$ cat src/rtl/exp2_pkg.sv
// Shared constants, state encoding and the 2^(2^-k) table for the exp2_fixed antilog unit.
package exp2_pkg;

    localparam int F_BITS     = 16;
    localparam int ACC_W      = F_BITS + 2;   // Q2.16 accumulator
    localparam int C_W        = F_BITS + 1;   // Q1.16 multiplicand
    localparam int MUL_CYCLES = C_W + 1;      // setup + one cycle per multiplier bit

    localparam logic [ACC_W-1:0] ACC_ONE = ACC_W'(1 << F_BITS);
    localparam logic [C_W-1:0]   C_ONE   = C_W'(1 << F_BITS);

    typedef enum logic [2:0] {
        IDLE,
        LOAD,
        MUL,
        SCALE,
        FIN,
        HOLD
    } state_e;

    // round(2^(2^-k) * 65536) for k = 1..16
    function automatic logic [C_W-1:0] exp2_lut(input logic [4:0] k);
        logic [C_W-1:0] c;
        case (k)
            5'd1:    c = 17'd92682;
            5'd2:    c = 17'd77936;
            5'd3:    c = 17'd71468;
            5'd4:    c = 17'd68438;
            5'd5:    c = 17'd66971;
            5'd6:    c = 17'd66250;
            5'd7:    c = 17'd65892;
            5'd8:    c = 17'd65714;
            5'd9:    c = 17'd65625;
            5'd10:   c = 17'd65580;
            5'd11:   c = 17'd65558;
            5'd12:   c = 17'd65547;
            5'd13:   c = 17'd65542;
            5'd14:   c = 17'd65539;
            5'd15:   c = 17'd65537;
            5'd16:   c = 17'd65537;
            default: c = C_ONE;
        endcase
        return c;
    endfunction

endpackage

$ cat src/rtl/exp2_serial_mul.sv
// Shift-add multiplier: one setup cycle then one cycle per multiplier bit; returns (a*b)>>16.
module exp2_serial_mul
    import exp2_pkg::*;
(
    input  logic             clk_i,
    input  logic             rstn_i,
    input  logic             en_i,
    input  logic [ACC_W-1:0] a_i,
    input  logic [C_W-1:0]   b_i,
    output logic             done_o,
    output logic [ACC_W-1:0] p_o
);

    localparam int P_W = ACC_W + C_W;

    logic [4:0]     cnt_q, cnt_d;
    logic [P_W-1:0] mcand_q, mcand_d;
    logic [P_W-1:0] prod_q, prod_d, prod_nxt;
    logic [C_W-1:0] mplier_q, mplier_d;

    always_comb begin
        prod_nxt = prod_q + (mplier_q[0] ? mcand_q : '0);
        cnt_d    = cnt_q;
        mcand_d  = mcand_q;
        mplier_d = mplier_q;
        prod_d   = prod_q;
        if (en_i) begin
            if (cnt_q == 5'd0) begin
                mcand_d  = P_W'(a_i);
                mplier_d = b_i;
                prod_d   = '0;
                cnt_d    = 5'd1;
            end else begin
                prod_d   = prod_nxt;
                mcand_d  = mcand_q << 1;
                mplier_d = mplier_q >> 1;
                cnt_d    = (cnt_q == 5'(MUL_CYCLES - 1)) ? 5'd0 : cnt_q + 5'd1;
            end
        end
    end

    always_ff @(posedge clk_i) begin
        if (!rstn_i) begin
            cnt_q    <= '0;
            mcand_q  <= '0;
            mplier_q <= '0;
            prod_q   <= '0;
        end else begin
            cnt_q    <= cnt_d;
            mcand_q  <= mcand_d;
            mplier_q <= mplier_d;
            prod_q   <= prod_d;
        end
    end

    // Result is taken from the final partial sum so the pass ends exactly on the last bit.
    assign done_o = en_i && (cnt_q == 5'(MUL_CYCLES - 1));
    assign p_o    = ACC_W'(prod_nxt >> F_BITS);

endmodule

$ cat src/rtl/exp2_fixed.sv
// Iterative 2^x for a signed Q(M.N) exponent, unsigned Q(OUT_I.N) result with saturation.
// Define EXP2_ROUND_EN to round half-up in the final right shift instead of truncating.
module exp2_fixed
    import exp2_pkg::*;
#(
    parameter int M     = 2,
    parameter int N     = 5,
    parameter int OUT_I = 8
)(
    input  logic               clk_i,
    input  logic               rstn_i,
    input  logic [M+N:0]       number,
    input  logic               valid_i,
    output logic               ready_o,
    output logic [OUT_I+N-1:0] expNumber,
    output logic               sat_o,
    output logic               valid_o,
    input  logic               ready_i
);

    localparam int O_W  = OUT_I + N;
    localparam int SW   = M + 7;
    localparam int RW_A = ACC_W + (1 << M) + N;
    localparam int RW   = (RW_A > O_W + 1) ? RW_A : O_W + 1;
    localparam logic signed [SW-1:0] S_OFF = SW'(N - F_BITS);

    state_e           state_q, state_d;
    logic [M+N:0]     num_q, num_d;
    logic [N-1:0]     fsh_q, fsh_d;
    logic [ACC_W-1:0] acc_q, acc_d;
    logic [4:0]       k_q, k_d;
    logic [RW-1:0]    r_q, r_d, r_w;
    logic [O_W-1:0]   exp_q, exp_d;
    logic             ready_q, ready_d, valid_q, valid_d, sat_q, sat_d;

    logic             mul_en, mul_done, ovf;
    logic [ACC_W-1:0] mul_p;
    logic [C_W-1:0]   mul_b;
    logic signed [SW-1:0] s_w;
    logic [SW-1:0]    sh_w;
`ifdef EXP2_ROUND_EN
    logic             rnd_b;
`endif

    assign mul_en = (state_q == MUL);
    assign mul_b  = fsh_q[N-1] ? exp2_lut(k_q) : C_ONE;

    exp2_serial_mul u_mul (
        .clk_i  (clk_i),
        .rstn_i (rstn_i),
        .en_i   (mul_en),
        .a_i    (acc_q),
        .b_i    (mul_b),
        .done_o (mul_done),
        .p_o    (mul_p)
    );

    // s = floor(x) + N - 16 aligns the Q2.16 mantissa to the Q(OUT_I.N) output grid.
    always_comb begin
        s_w  = $signed({{(SW-M-1){num_q[M+N]}}, num_q[M+N:N]}) + S_OFF;
        sh_w = s_w[SW-1] ? $unsigned(-s_w) : $unsigned(s_w);
        r_w  = RW'(acc_q) << sh_w;
`ifdef EXP2_ROUND_EN
        rnd_b = 1'b0;
`endif
        if (s_w[SW-1]) begin
`ifdef EXP2_ROUND_EN
            rnd_b = |((RW'(acc_q) >> (sh_w - SW'(1))) & RW'(1));
            r_w   = (RW'(acc_q) >> sh_w) + RW'(rnd_b);
`else
            r_w   = RW'(acc_q) >> sh_w;
`endif
        end
    end

    assign ovf = (r_q >> O_W) != '0;

    always_comb begin
        state_d = state_q;
        num_d   = num_q;
        fsh_d   = fsh_q;
        acc_d   = acc_q;
        k_d     = k_q;
        r_d     = r_q;
        exp_d   = exp_q;
        sat_d   = sat_q;
        valid_d = valid_q;
        case (state_q)
            IDLE: begin
                if (valid_i && ready_q) begin
                    num_d   = number;
                    state_d = LOAD;
                end
            end
            LOAD: begin
                fsh_d   = num_q[N-1:0];
                acc_d   = ACC_ONE;
                k_d     = 5'd1;
                state_d = MUL;
            end
            MUL: begin
                if (mul_done) begin
                    acc_d = mul_p;
                    fsh_d = fsh_q << 1;
                    k_d   = k_q + 5'd1;
                    if (k_q == 5'(N)) state_d = SCALE;
                end
            end
            SCALE: begin
                r_d     = r_w;
                state_d = FIN;
            end
            FIN: begin
                exp_d   = ovf ? '1 : r_q[O_W-1:0];
                sat_d   = ovf;
                valid_d = 1'b1;
                state_d = HOLD;
            end
            HOLD: begin
                if (ready_i) begin
                    valid_d = 1'b0;
                    state_d = IDLE;
                end
            end
            default: state_d = IDLE;
        endcase
        ready_d = (state_d == IDLE);
    end

    always_ff @(posedge clk_i) begin
        if (!rstn_i) begin
            state_q <= IDLE;
            num_q   <= '0;
            fsh_q   <= '0;
            acc_q   <= '0;
            k_q     <= '0;
            r_q     <= '0;
            exp_q   <= '0;
            sat_q   <= 1'b0;
            valid_q <= 1'b0;
            ready_q <= 1'b0;
        end else begin
            state_q <= state_d;
            num_q   <= num_d;
            fsh_q   <= fsh_d;
            acc_q   <= acc_d;
            k_q     <= k_d;
            r_q     <= r_d;
            exp_q   <= exp_d;
            sat_q   <= sat_d;
            valid_q <= valid_d;
            ready_q <= ready_d;
        end
    end

    assign ready_o   = ready_q;
    assign valid_o   = valid_q;
    assign sat_o     = sat_q;
    assign expNumber = exp_q;

endmodule

$ cat config.mk
export PLATFORM = sky130hd
export DESIGN_NAME = exp2_fixed
export DESIGN_NICKNAME = d
export VERILOG_FILES = /design/src/rtl/exp2_pkg.sv /design/src/rtl/exp2_serial_mul.sv /design/src/rtl/exp2_fixed.sv
export SDC_FILE = /design/constraint.sdc
export NUM_CORES = 1
export LEC_CHECK = 0
export ABC_CLOCK_PERIOD_IN_PS = 2600
export CAP_MARGIN = 20
export CORE_UTILIZATION = 43
export CTS_CLUSTER_DIAMETER = 80
export CTS_CLUSTER_SIZE = 20
export DETAILED_ROUTE_END_ITERATION = 10
export SKIP_LAST_GASP = 1
export SYNTH_ARGS = -nofsm -noshare
export SYNTH_HDL_FRONTEND = slang
export SYNTH_SLANG_ARGS = --single-unit
$ cat constraint.sdc
create_clock -name clk_i -period 2.6 [get_ports clk_i]
set_input_delay 0.26 -clock clk_i [delete_from_list [all_inputs] [get_ports clk_i]]
set_output_delay 0.26 -clock clk_i [all_outputs]
set_load 0.005 [all_outputs]
# == Yosys cells after proc, flatten, opt, wreduce, memory -nomap -nowiden ==
# Memory sizes are Yosys's and may differ from the RTL's. A register that Yosys moved wholly into a read port is not among the register bits.
# Cells that the tools add are included.
# totals
in_bits,12
memories,1
output_inout_bits,16
regBits,174
romBits,480
# classes
n_shift,2
muxes,25
reduce_logical,11
addsub,5
n_eq_ne,9
# memory_table
memory,depth,word_bits,read_ports,rd_clocked_by_memory_dff,write_ports,line_no,text
(no name shown),32,15,1,1,0,exp2_pkg.sv:24,case (k)
# ops
operator,n
two-way mux 35 bit,3
one-hot mux 18 bit (2 select lines),1
adder 35 bit,1
two-way mux 17 bit,2
two-way mux 5 bit,6
two-way mux 27 bit,1
nonzero test 27 bit,1
<< shifter 18 x 9 -> 27 bit,1
>> shifter 18 x 9 -> 27 bit,1
one-hot mux 5 bit (2 select lines),2
two-way mux 18 bit,1
one-hot mux 3 bit (6 select lines),1
two-way mux 13 bit,1
two-way mux 3 bit,4
"adder 5 x 1 -> 5 bit, second input constant",2
two-way mux 9 bit,1
negator 6 -> 9 bit,1
"adder 3 x 5 -> 6 bit, second input constant",1
"equality test 3 x 2 -> 1 bit, second input constant",2
"equality test 3 bit, second input constant",2
zero test 3 bit,2
AND reduction 2 bit,3
"equality test 5 x 3 -> 1 bit, second input constant",1
"equality test 5 bit, second input constant",1
7 further kinds,10

# == Longest topological paths before layout ==
# depth
word_depth,6
ltp_mapped,12
ltp_nobuf,12

# == Hierarchy ==
# A second synthesis with hierarchy kept.
# unflattened
cells_unflattened,1210
hier_area_um2,10263.6
# by_module_without_submodules
module,area_per_inst_um2,cells_per_inst,instances
exp2_serial_mul,5629.1,699,1
exp2_fixed,4634.4,511,1

# == Worst setup path after synthesis ==
# No wires, ideal clock.
# synth_timing
path_type,reg2reg
start,register u_mul.mplier_q[0]
end,register u_mul.prod_q[33]
path_stages_with_launch,13
setup_slack_ns,-0.222
t_arrival_ns,2.749
setup_time_ns,0.073
synth_period_minus_slack_ns,2.822
t_required_ns,2.527
path_buffers,1
cell_sequence,dfxtp_1 -> clkbuf_1 -> nand2_1 -> inv_1 -> ha_1 -> a21o_1 -> nand4_1 -> a311o_1 -> o211ai_4 -> a2111oi_2 -> or3_4 -> a2111o_1 -> o211ai_2
# synth_between
elab_chain_cells,3
# synth_lines
item,line_no,text
start: declaration,exp2_serial_mul.sv:19,"logic [C_W-1:0] mplier_q, mplier_d;"
start signal: assignment,exp2_serial_mul.sv:51,mplier_q <= mplier_d;
two-way mux 35 bit,exp2_serial_mul.sv:22,prod_nxt = prod_q + (mplier_q[0] ? mcand_q : '0);
adder 35 bit,exp2_serial_mul.sv:22,
two-way mux 35 bit,exp2_serial_mul.sv:28,if (cnt_q == 5'd0) begin
end signal: assignment,exp2_serial_mul.sv:52,prod_q <= prod_d;
end: declaration,exp2_serial_mul.sv:18,"logic [P_W-1:0] prod_q, prod_d, prod_nxt;"
# No other way between the ends.
# A chain may end at the register's enable or synchronous reset.

# == Final worst setup path ==
# layout_timing
start,register u_mul.mplier_q[0]
end,register acc_q[16]
# layout_between
elab_chain_cells,4
# layout_lines
item,line_no,text
two-way mux 35 bit,exp2_serial_mul.sv:22,
adder 35 bit,exp2_serial_mul.sv:22,
two-way mux 18 bit,exp2_fixed.sv:102,if (mul_done) begin
one-hot mux 18 bit (2 select lines),exp2_fixed.sv:88,case (state_q)
end signal: assignment,exp2_fixed.sv:135,acc_q <= '0;
end signal: assignment,exp2_fixed.sv:146,acc_q <= acc_d;
end: declaration,exp2_fixed.sv:30,"logic [ACC_W-1:0] acc_q, acc_d;"
# No other way between the ends. The select of a mux whose other input is x is not followed.

==> impl_metrics.csv <==
group,metric,value,unit
worst_setup_path,start_kind,"flop",
min_path,min_path_cells,3,
placed_design,dpl.cell_count,1476,
worst_setup_path,crit_path_max_incr_delay,410,ps
detailed_routing,wl_per_cell,16.57,µm
worst_setup_path,crit_type,"flop to flop",
detailed_routing,first_pass_iters,8,
global_routing,overflow,0,
die,io_pins,28,
global_routing,grt_util_met2,0.3474,
global_routing,first_global_vias,7913,
timing,finalCritPeriodShare,1.094,
clocking,clkLatencyLatePin,440,ps
worst_setup_path,critical_path_peak_fanout,21,
worst_setup_path,cpMaxStageDelayCell,"ha_2",
final_layout,drive_above_1_share,0.2132,
global_routing,grt.met1_usage,0.3075,
clocking,cts_buffer_depth,2,
die,coreArea,21960,µm²
detailed_routing,via_count,8451,
timing,rsz0062_at_grt,"yes",
final_layout,finalNonFillerCells,1518,
timing,worst_slew_margin_rel,0.4706,
worst_setup_path,rrSetupSlack,-240,ps
die,die_area,23080,µm²
die,die_h,151.9,µm
placed_design,place_hpwl,17670,µm
worst_setup_path,cp_num_buf_inv,2,
status,status,"finished with violations",
worst_setup_path,timing.rr.start,"u_mul.mplier_q[0]",
min_path,hp-start,"number[3]",
detailed_routing,viasPerCell,5.567,
die,rows,54,
timing,hold_violations,0,
worst_setup_path,cp_cell_sequence,"buf_12 -> and2_1 -> ha_2 -> buf_4 -> nand2_1 -> o21ai_0 -> a21oi_1 -> o21ai_2 -> a311oi_2 -> o21ai_1 -> xor2_1 -> o221a_2",
placed_design,gp_congestion,0.8784,
worst_setup_path,end_kind,"flop",
timing,period_needed,2845,ps
global_routing,grt_usage,0.2175,
power_and_ir_drop,powerDensity,487.3,nW/µm²
detailed_routing,drtIter0Drc,499,
detailed_routing,post-route-drc-count,9,
detailed_routing,wirelength,25160,µm
final_layout,area_growth,24.39,%
global_routing,use_met3,0.03537,
clocking,cts.sinks,178,
clocking,root_buffer,"clkbuf_16",
global_routing,grt_max_degree,69,
worst_setup_path,critPathArrivalTime,3230,ps
power_and_ir_drop,irDropWorstVdd,0.0004028,V
global_routing,busiest_layer,"met2",
logic_synthesis,synth_nets,1186,
worst_setup_path,cp_top_family,"compound AO/OA/AOI/OAI gates",
clocking,h-tree-depth,4,
global_routing,grt_pass1_wl,40970,µm
placed_design,portBuffers,27,
timing,setup_ws,-245.0,ps
logic_synthesis,syn-cell-area,9663,µm²
logic_synthesis,ys_seq_area_frac,0.3688,
flow_run,cap_violations,0,
clocking,cts_tree,"yes",
worst_setup_path,cp.required,2990,ps
min_path,hold_path.class,"input port to flop",
final_layout,nets,1283,
die,die_w,151.9,µm
logic_synthesis,ys_types,77,
logic_synthesis,postSynth.asyncResetShare,0,
worst_setup_path,rr_worst_depth,12,
min_path,min_to,"num_q[3]",
status,violations,"design-rule violations, negative setup slack",
clocking,clkSlewWorstSetupHoldPaths,80,ps
global_routing,antenna_found_initial,0,
timing,maxClockFrequency,351.5,MHz
detailed_routing,antenna_left,0,
timing,worst_slew_pin_slew,791.1,ps
logic_synthesis,synth_enable_flop_cells,0,
timing,setup-violations-final,32,
timing,drv_slew,0,
logic_synthesis,syn_avg_cell_area,8.567,µm²
power_and_ir_drop,leakage,4.741,nW
timing,skew,11.10,ps
logic_synthesis,yosys_warnings,0,
clocking,cts_hold_buf,0,
logic_synthesis,netlist_instances,1128,
logic_synthesis,synth_ff_type,"dfxtp_1",
final_layout,n_antenna_cell,0,
final_layout,fin_util,0.5474,
clocking,cts_buffers,17,
die,start_util,0.4401,
final_layout,fillers,2038,
logic_synthesis,yosys_register_bits,178,
worst_setup_path,worst_r2r_endpoint,"acc_q[16]",
-- power breakdown --
group,leakage (nW),internal [mW],switching (mW),total [mW]
Combinational,3.02,0.188,0.281,0.469
Sequential,1.44,2.79,0.0502,2.84
Clock,0.286,1.31,1.24,2.55
Total,4.74,4.29,1.57,5.86
-- cells by family after synthesis --
| kind of cell | Yosys count | synth area share |
|---|---|---|
| AOI/OAI and AO/OA | 293 | 0.2147 |
| xor gates and xnor gates | 37 | 0.03354 |
| adders and majority gates | 46 | 0.06034 |
| buffers and inverters | 107 | 0.04558 |
| DFF | 178 | 0.3688 |
| muxes | 53 | 0.07510 |
| and+or+nand+nor | 414 | 0.2020 |
-- worst max-delay path by stage --
stage / from / endpoint / slack [ps] / cells past startpoint
finish: u_mul.mplier_q[0] / acc_q[16] / -240 / 12
global route: u_mul.mplier_q[0] / acc_q[16] / -330 / 12
CTS: u_mul.mplier_q[0] / acc_q[17] / -220 / 12
floorplan: u_mul.mplier_q[0] / acc_q[17] / -70 / 10
detailed placement: u_mul.mplier_q[0] / acc_q[15] / -270 / 11
global placement: u_mul.mplier_q[0] / acc_q[14] / -210 / 12
-- worst reg2reg max path, delay by kind of cell (launching register included) --
family | cells | cell delay (ps)
DFF | 1 | 380
xor gates and xnor gates | 1 | 290
and+or+nand+nor | 2 | 190
buffers and inverters | 2 | 310
AOI/OAI and AO/OA | 6 | 1200
adders and majority gates | 1 | 410
-- flip-flops by register name, indices dropped and copies added, names as in the netlist, named ones only --
signal / count
state_q: 3
fsh_q: 5
u_mul.mplier_q: 17
acc_q: 18
ready_o: 1
num_q: 8
sat_o: 1
r_q: 18
k_q: 5
u_mul.prod_q: 34
u_mul.cnt_q: 5
u_mul.mcand_q: 34
valid_o: 1
expNumber: 13
-- cell usage after synthesis, types with 28 or more instances --
cell        n  share of area
mux2i_1    32          0.033
and2_1     35          0.023
a22oi_1    44          0.034
clkbuf_1   62          0.024
ha_1       45          0.058
nand3_1    39          0.020
o21ai_0    28          0.015
a311oi_1   37          0.034
nand2_1   130          0.050
nor2_1    131          0.051
dfxtp_1   178           0.37
a21oi_1    75          0.039
-- routing by layer --
layer	wire (µm)	part of all wire
met1	12610	0.50
met2	11490	0.46
met3	863	0.034
met4	194	0.0077
met5	0	0
-- repair_timing --
action,in CTS,in global routing
setup endpoints to repair,39,48
gates cloned,0,0
setup buffers,4,8
pin swaps,14,24
gates resized for setup,24,55
-- per-stage QoR --
step,cell area (µm²),power (mW),hold WS (ps),setup TNS [ps],setup WS (ps)
5_1_grt,12020,6.071,436.8,-6997,-331.0
3_5_place_dp,10970,3.367,456.4,-5734,-271.5
4_1_cts,11700,5.906,433.0,-4052,-217.4
2_1_floorplan,9726,3.207,407.2,-216.6,-69.83
3_3_place_gp,10970,3.362,447.2,-4084,-207.4
6_report,12020,5.857,437.2,-3262,-245.0
-- final cells by class --
class | count | area, µm² | share of cell area
Sequential cell | 178 | 3567 | 0.2968
Inverter | 25 | 96.34 | 0.008015
Multi-Input combinational cell | 843 | 6091 | 0.5067
Clock buffer | 19 | 442.9 | 0.03685
Clock inverter | 13 | 138.9 | 0.01155
Timing Repair Buffer | 160 | 1334 | 0.1110
Tap cell | 280 | 350.3 | 0.02915
-- placed cells by master (no fill, tap or decap), types with 12 or more instances in the layout --
cell,n
buf_4,125
and2_1,33
a22oi_1,44
inv_1,21
o21ai_0,22
nor2_1,129
xnor2_1,18
xor2_1,12
nand2_1,127
clkbuf_16,17
clkdlybuf4s50_1,27
a22o_1,24
a21oi_1,65
a21o_1,20
nand4_1,13
a311oi_1,36
mux2i_1,32
dfxtp_1,177
nand3_1,39
ha_1,32
mux4_2,15
(Power assumes the default switching activity.)
